**config.mk**
```make
export PLATFORM = sky130hd
export DESIGN_NAME = cache_port_arbiter
export DESIGN_NICKNAME = d
export VERILOG_FILES = /design/src/rtl/cache_port_arbiter.sv
export SDC_FILE = /design/constraint.sdc
export NUM_CORES = 1
export LEC_CHECK = 0
export CORE_UTILIZATION = 51
export CTS_CLUSTER_SIZE = 30
export DETAILED_ROUTE_END_ITERATION = 12
export MAX_ROUTING_LAYER = met4
export PLACE_DENSITY = 0.95
export SETUP_SLACK_MARGIN = 0.15
export SYNTH_ARGS = -nofsm -noshare
export SYNTH_HDL_FRONTEND = slang
export SYNTH_SLANG_ARGS = --single-unit
```
**constraint.sdc**
```tcl
create_clock -name clk -period 7.07 [get_ports clk]
set_clock_uncertainty 0.1 [all_clocks]
set_input_delay 1.414 -clock clk [delete_from_list [all_inputs] [get_ports clk]]
set_output_delay 1.414 -clock clk [all_outputs]
set_load 0.02 [all_outputs]
```
**src/rtl/cache_port_arbiter.sv**
```systemverilog
// rtl/cache_port_arbiter.sv - two-port round-robin arbiter in front of the cache CPU port
// Holds the granted request stable through misses and keeps per-port access/miss counters.
module cache_port_arbiter #(
  parameter int ADDR_W = 32,
  parameter int DATA_W = 32,
  parameter int CNT_W  = 32
) (
  input  logic              clk,
  input  logic              rst_n,
  input  logic              p0_valid,
  input  logic [ADDR_W-1:0] p0_addr,
  output logic              p0_done,
  input  logic              p1_valid,
  input  logic              p1_we,
  input  logic [ADDR_W-1:0] p1_addr,
  input  logic [DATA_W-1:0] p1_wdata,
  output logic              p1_done,
  output logic [DATA_W-1:0] rdata,
  output logic [ADDR_W-1:0] c_addr,
  output logic              c_rd_req,
  output logic              c_wr_req,
  output logic [DATA_W-1:0] c_wr_data,
  input  logic              c_miss,
  input  logic [DATA_W-1:0] c_rd_data,
  input  logic              cnt_clr,
  output logic [CNT_W-1:0]  p0_acc_cnt,
  output logic [CNT_W-1:0]  p0_miss_cnt,
  output logic [CNT_W-1:0]  p1_acc_cnt,
  output logic [CNT_W-1:0]  p1_miss_cnt
);

  typedef enum logic [1:0] {
    S_IDLE   = 2'd0,
    S_ACCESS = 2'd1,
    S_DONE   = 2'd2
  } state_t;

  localparam logic [CNT_W-1:0] CNT_ONE = {{(CNT_W-1){1'b0}}, 1'b1};

  state_t            r_state;
  state_t            w_next_state;
  logic              r_owner;
  logic              r_last;
  logic              r_first;
  logic              r_we;
  logic [ADDR_W-1:0] r_addr;
  logic [DATA_W-1:0] r_wdata;
  logic [DATA_W-1:0] r_rdata;
  logic [CNT_W-1:0]  r_p0_acc;
  logic [CNT_W-1:0]  r_p0_miss;
  logic [CNT_W-1:0]  r_p1_acc;
  logic [CNT_W-1:0]  r_p1_miss;
  logic              w_grant;
  logic              w_grant_port;
  logic              w_first_acc;

  function automatic logic [CNT_W-1:0] f_cnt_next(input logic [CNT_W-1:0] cnt,
                                                   input logic inc, input logic clr);
    logic [CNT_W-1:0] res;
    res = cnt;
    if (clr) begin
      res = '0;
    end else if (inc && (cnt != {CNT_W{1'b1}})) begin
      res = cnt + CNT_ONE;
    end
    return res;
  endfunction

  always_comb begin
    w_next_state = r_state;
    w_grant      = 1'b0;
    w_grant_port = 1'b0;
    c_rd_req     = 1'b0;
    c_wr_req     = 1'b0;
    p0_done      = 1'b0;
    p1_done      = 1'b0;
    case (r_state)
      S_IDLE: begin
        // On a tie the port that was not served last wins
        if (p0_valid && p1_valid) begin
          w_grant      = 1'b1;
          w_grant_port = ~r_last;
        end else if (p0_valid) begin
          w_grant      = 1'b1;
          w_grant_port = 1'b0;
        end else if (p1_valid) begin
          w_grant      = 1'b1;
          w_grant_port = 1'b1;
        end
        if (w_grant) begin
          w_next_state = S_ACCESS;
        end
      end
      S_ACCESS: begin
        c_rd_req = ~r_we;
        c_wr_req = r_we;
        if (!c_miss) begin
          w_next_state = S_DONE;
        end
      end
      S_DONE: begin
        p0_done      = ~r_owner;
        p1_done      = r_owner;
        w_next_state = S_IDLE;
      end
      default: begin
        w_next_state = S_IDLE;
      end
    endcase
  end

  always_ff @(posedge clk or negedge rst_n) begin
    if (!rst_n) begin
      r_state <= S_IDLE;
      r_owner <= 1'b0;
      r_last  <= 1'b1;
      r_first <= 1'b0;
      r_we    <= 1'b0;
      r_addr  <= '0;
      r_wdata <= '0;
      r_rdata <= '0;
    end else begin
      r_state <= w_next_state;
      if (r_state == S_IDLE && w_grant) begin
        r_owner <= w_grant_port;
        r_addr  <= w_grant_port ? p1_addr : p0_addr;
        r_we    <= w_grant_port & p1_we;
        r_wdata <= w_grant_port ? p1_wdata : r_wdata;
        r_first <= 1'b1;
      end
      if (r_state == S_ACCESS) begin
        r_first <= 1'b0;
      end
      if (r_state == S_DONE) begin
        r_last <= r_owner;
        if (!r_we) begin
          r_rdata <= c_rd_data;
        end
      end
    end
  end

  // Accesses and misses are counted once per request, in its first ACCESS cycle
  assign w_first_acc = (r_state == S_ACCESS) && r_first;

  always_ff @(posedge clk or negedge rst_n) begin
    if (!rst_n) begin
      r_p0_acc  <= '0;
      r_p0_miss <= '0;
      r_p1_acc  <= '0;
      r_p1_miss <= '0;
    end else begin
      r_p0_acc  <= f_cnt_next(r_p0_acc,  w_first_acc && !r_owner,           cnt_clr);
      r_p0_miss <= f_cnt_next(r_p0_miss, w_first_acc && !r_owner && c_miss, cnt_clr);
      r_p1_acc  <= f_cnt_next(r_p1_acc,  w_first_acc &&  r_owner,           cnt_clr);
      r_p1_miss <= f_cnt_next(r_p1_miss, w_first_acc &&  r_owner && c_miss, cnt_clr);
    end
  end

  assign c_addr      = r_addr;
  assign c_wr_data   = r_wdata;
  // The cache's read register is valid during DONE; afterwards the captured copy holds
  assign rdata       = (r_state == S_DONE && !r_we) ? c_rd_data : r_rdata;
  assign p0_acc_cnt  = r_p0_acc;
  assign p0_miss_cnt = r_p0_miss;
  assign p1_acc_cnt  = r_p1_acc;
  assign p1_miss_cnt = r_p1_miss;

endmodule

```
# Word level (Yosys, flattened, before mapping)
# Cells that the tools add are included.
[word_totals]
out_inout_bits = 228
reg_bits = 230
word_cells = 78
inputBits = 135
[op_classes]
bitwise_logic = 4
n_eq_ne = 8
muxes = 27
n_addsub = 4
n_reduce_logical = 23
[op_table]
columns = ["operator", "n"]
rows = [
  ["2-to-1 mux 32 bit", 10],
  ["adder 32 x 1 -> 32 bit (second input constant)", 4],
  ["inequality test 32 bit (second input constant)", 4],
  ["2-to-1 mux 1 bit", 14],
  ["logical AND 1 bit", 12],
  ["nonzero test 2 bit", 5],
  ["AND reduction 2 bit", 3],
  ["2-to-1 mux 2 bit", 2],
  ["case mux 2 bit (2 select lines)", 1],
  ["NOT 1 bit", 3],
  ["== test 2 x 1 -> 1 bit (second input constant)", 1],
  ["== test 2 bit (second input constant)", 1],
  ["zero test 1 bit", 2],
  ["zero test 2 bit", 1],
  ["inequality test 2 x 1 -> 1 bit (second input constant)", 1],
  ["inequality test 2 bit (second input constant)", 1],
  ["AND 1 bit", 1],
]

# Logic depth before layout (Yosys ltp)
[logic_depth]
ltp_word = 8
ltp_mapped = 9
depth_no_buf = 6

# Least setup slack after synthesis
# OpenSTA, ideal clock, no wires.
[synth_timing]
path_kind = "input port to flip-flop"
from = "in c_miss"
to = "reg r_p1_miss[30] (netlist: p1_miss_cnt[30])"
path_buffers = 2
cell_stages = 7
path_slack_ns = 3.824
required_time_ns = 6.892
t_arrival_ns = 3.068
setup_time_ns = 0.078
path_cell_list = "buf_2 inv_1 or3_1 buf_2 nor4_4 or4b_1 a21oi_1"
[synth_between]
elab_chain_cells = 3
[synth_lines]
columns = ["element", "line", "text"]
rows = [
  ["start, declared", "23", "input logic c_miss,"],
  ["logical AND 1 bit", "156", "r_p1_miss <= f_cnt_next(r_p1_miss, w_first_acc && r_owner && c_miss, cnt_clr);"],
  ["logical AND 1 bit", "63", "end else if (inc && (cnt != {CNT_W{1'b1}})) begin"],
  ["nonzero test 2 bit (no line)", "--", ""],
  ["end signal, assigned", "156", ""],
  ["end, declared", "52", "logic [CNT_W-1:0] r_p1_miss;"],
]
# Every way passes these cells.
# A chain may end at the register's enable or synchronous reset.

# Final worst setup path
[layout_timing]
from = "reg r_state[0]"
to = "out rdata[23]"
[layout_between]
elab_chain_cells = 3
[layout_lines]
columns = ["element", "line", "text"]
rows = [
  ["start, declared", "40", "state_t r_state;"],
  ["start signal, assigned", "123", "r_state <= w_next_state;"],
  ["== test 2 bit", "163", "assign rdata = (r_state == S_DONE && !r_we) ? c_rd_data : r_rdata;"],
  ["logical AND 1 bit", "163", ""],
  ["2-to-1 mux 32 bit", "163", ""],
  ["end, declared", "18", "output logic [DATA_W-1:0] rdata,"],
]
# Every way passes these cells.

==> impl_metrics.yaml <==
run_status:
  status: "finished, final reports clean"
critical_path:
  critPathBufInv: 2
  crit_start: "r_state[0]"
  crit_path_max_fanout: 32
  end_kind: "output port"
  crit_chain: "nand2b_1 -> nor2_2 -> buf_4 -> mux2_2 -> clkdlybuf4s50_1"
  crit_type: "register to output port"
  critPathTopFamily: "buffers and inverters"
  worst-r2r-cell-count: 5
  worstPathRequired_ns: 5.56
  critical_path_arrival_ns: 2.86
  rr_endpoint: "p0_acc_cnt[23]"
  cpPeakStageDelay_ns: 0.59
  worst_r2r_startpoint: "p0_acc_cnt[12]"
  reg2reg_slack_ns: 3.89
  slowest_stage: "clkdlybuf4s50_1"
  crit_path_start_kind: "register"
clock_tree:
  clk_latency_ns: 0.53
  cts_max_path_buffers: 3
  cts_tree: "yes"
  numCtsBuffers: 26
  htreeDepth: 1
  ctsRootBufferMaster: "clkbuf_16"
  clk_pin_slew_worst_paths_ns: 0.06
  post_cts_resize_count: 0
  cts_hold_buf: 0
  cts_setup_buffers: 0
  numClockSinks: 230
logic_synthesis:
  synth_xor_area_share_pct: 1.47
  yosysUniqueCellTypes: 64
  synth_area_leaders: "dfrtp_1 (50%), mux2_2 (6.5%), a21oi_1 (3.7%)"
  synth_top_family_by_area: "simple AND/OR/NAND/NOR gates"
  async_reset_ff_share_pct: 100
  yosys_warnings: 0
  yosys.area_share.simple_pct: 23.0
  yosysSeqAreaShare_pct: 50.7
  yosys.area.top_type: "dfrtp_1"
  syn-cell-area_um2: 11400
  synth-seq-cells: 230
  synthCells: 1132
  synth-edff-count: 0
  synth_area_per_cell_um2: 10.0
  yosys-mux-area-fraction_pct: 8.47
  netlist.area_leader.share_pct: 50.5
  syn-num-nets: 1271
  dominantRegCellSynth: "dfrtp_1"
  synth_compound_area_share_pct: 13.1
  synth_fa_ha_area_share_pct: 0.441
drt:
  drt_iter0_drc: 717
  wl_per_cell_um: 21.8
  drtAntennaViolNets: 0
  viasPerCell: 6.24
  vias: 11100
  totalWireLength_mm: 38.7
  drc: 0
  dr.pass1.iters: 5
timing:
  final.min_clock_period_ns: 4.38
  drv_slew: 0
  fmax_mhz: 228
  fin_tns_setup_ns: 0
  setup_viol: 0
  period_share_pct: 61.9
  max_slew_margin_pct: 13.5
  hold_viol_final: 0
  rsz0062_at_grt: "false"
  worst_slew_pin_slew_ns: 1.30
grt:
  grt_first_pass_wirelength_mm: 58.9
  use_met1_pct: 38.9
  globalRouteOverflowTotal: 0
  grt_use_met3_pct: 8.01
  grtUsageTotal_pct: 34.3
  grt_pass1_vias: 11000
  grt_antenna_before_repair: 7
  grt_max_degree: 95
  busiest_layer: "met2"
  met2_usage_pct: 55.5
power:
  ir_worst_vdd_v: 0.000334
  p_leak_nw: 6.18
  power_mw: 5.14
  power.density_nw_per_um2: 319
worst_hold_path:
  hold_start: "r_rdata[14]"
  holdPathEnd: "r_rdata[14]"
  hold_depth: 1
  worstHoldPathType: "register to register"
final_layout:
  n_fill_cell: 1412
  drive_gt1_share_pct: 9.80
  fin_cells: 1778
  nets: 1609
  syn_to_final_growth_pct: 42.0
floorplan:
  die_y_um: 151
  die_w_um: 151
  fp.coreArea_um2: 21800
  io_pins: 363
  initial_core_util_pct: 52.0
  dieArea_um2: 22900
  row_count: 54
place:
  hpwl_mm: 26.3
  io_buffers: 362
  placed_cells_incl_taps: 1722
  gp_congestion: 0.937
run:
  drv_cap: 0
==> how the worst max path moves through the flow <==
stage,end,slack [ns],cells after the start
2_1_floorplan,p1_miss_cnt[30],3.82,7
6_report,rdata[23],2.69,5
3_3_place_gp,p1_miss_cnt[30],2.84,6
5_1_grt,rdata[23],2.58,5
3_5_place_dp,p1_miss_cnt[30],2.72,6
4_1_cts,rdata[20],2.68,5
==> routing by layer <==
metal	vias to the layer above	wire (um)
li1	4920	-
met1	5428	13800
met2	614	19200
met3	137	3430
met4	0	2250
met5	-	0
==> power breakdown <==
part | switching [mW] | leakage [nW] | internal [mW]
registers | 0.206 | 3.01 | 1.62
logic | 1.03 | 2.72 | 0.863
clock network | 0.566 | 0.444 | 0.858
total | 1.80 | 6.18 | 3.34
==> flip-flops by register name, indices dropped and copies added, names as in the netlist, 2 cells and up <==
signal,count
c_addr,32
c_wr_data,32
p0_acc_cnt,32
p0_miss_cnt,32
p1_acc_cnt,32
p1_miss_cnt,32
r_rdata,32
r_state,2
==> cells in the mapped netlist (4+ instances only) <==
cell and number:
mux2i_1 5, o21ai_1 23, clkbuf_1 43, o22ai_1 31, a211oi_1 6, nand2_1 93, and2_1 4, nand3_1 37
nor3_1 17, ha_1 4, or4_1 37, buf_2 12, o21ai_0 61, nand2b_1 8, a21oi_1 83, and3_1 9
inv_1 12, xor2_1 4, nor2_1 74, mux2_1 15, nor4_1 21, mux2_2 66, xnor2_1 15, or3_1 52
nor2b_1 19, nand4_1 55, buf_4 4, and4_1 8, o31ai_1 33, dfrtp_1 229
==> final cells by class <==
| cell class | count | area, um2 | share of cell area, % |
|---|---|---|---|
| sequential | 230 | 5760 | 35.7 |
| multi-input combinational | 827 | 5330 | 33.0 |
| timing repair buffer | 373 | 3720 | 23.1 |
| clock buffer | 36 | 759 | 4.71 |
| tap | 280 | 350 | 2.17 |
| clock inverter | 12 | 140 | 0.869 |
| inverter | 12 | 45.0 | 0.279 |
| antenna | 8 | 20.0 | 0.124 |
==> layout by cell type, fill, tap and decap left out, types with 4 or more instances in the layout <==
master           count
inv_1               12
nor3_1              15
o21ai_0             61
and4_1               8
clkbuf_16           27
a211oi_1             6
clkdlybuf4s50_1    360
nand2_1             93
or4_1               37
nor4_1              21
xor2_1               4
clkbuf_8             5
nand3_1             37
buf_4               11
or3_1               52
clkinv_2             7
clkbuf_1             4
mux2i_1              5
and2_1               4
nor2_1              73
nand4_1             55
and3_1               9
a21oi_1             83
diode_2              8
mux2_1              15
nor2b_1             19
dfrtp_1            229
nand2b_1             8
o22ai_1             31
mux2_2              66
xnor2_1             15
o31ai_1             33
o21ai_1             22
ha_1                 4
==> per-stage QoR <==
stage,hold slack (ns),util [%],setup slack [ns],area (um2)
after detailed placement,0.378,69.6,2.72,15200
final,0.400,73.9,2.69,16100
after floorplan,0.394,-,3.82,11400
after global routing,0.413,73.9,2.58,16100
after CTS,0.402,73.8,2.68,16100
after global placement,0.362,69.6,2.84,15200
==> kinds of logic after synthesis <==
logic type	count (synthesis)
flip-flops	230
adder cells (fa/ha/maj)	4
XOR/XNOR	19
multiplexers	86
AO/OA/AOI/OAI	256
AND/OR/NAND/NOR	462
buffers and inverters	75
(Power assumes the default switching activity.)
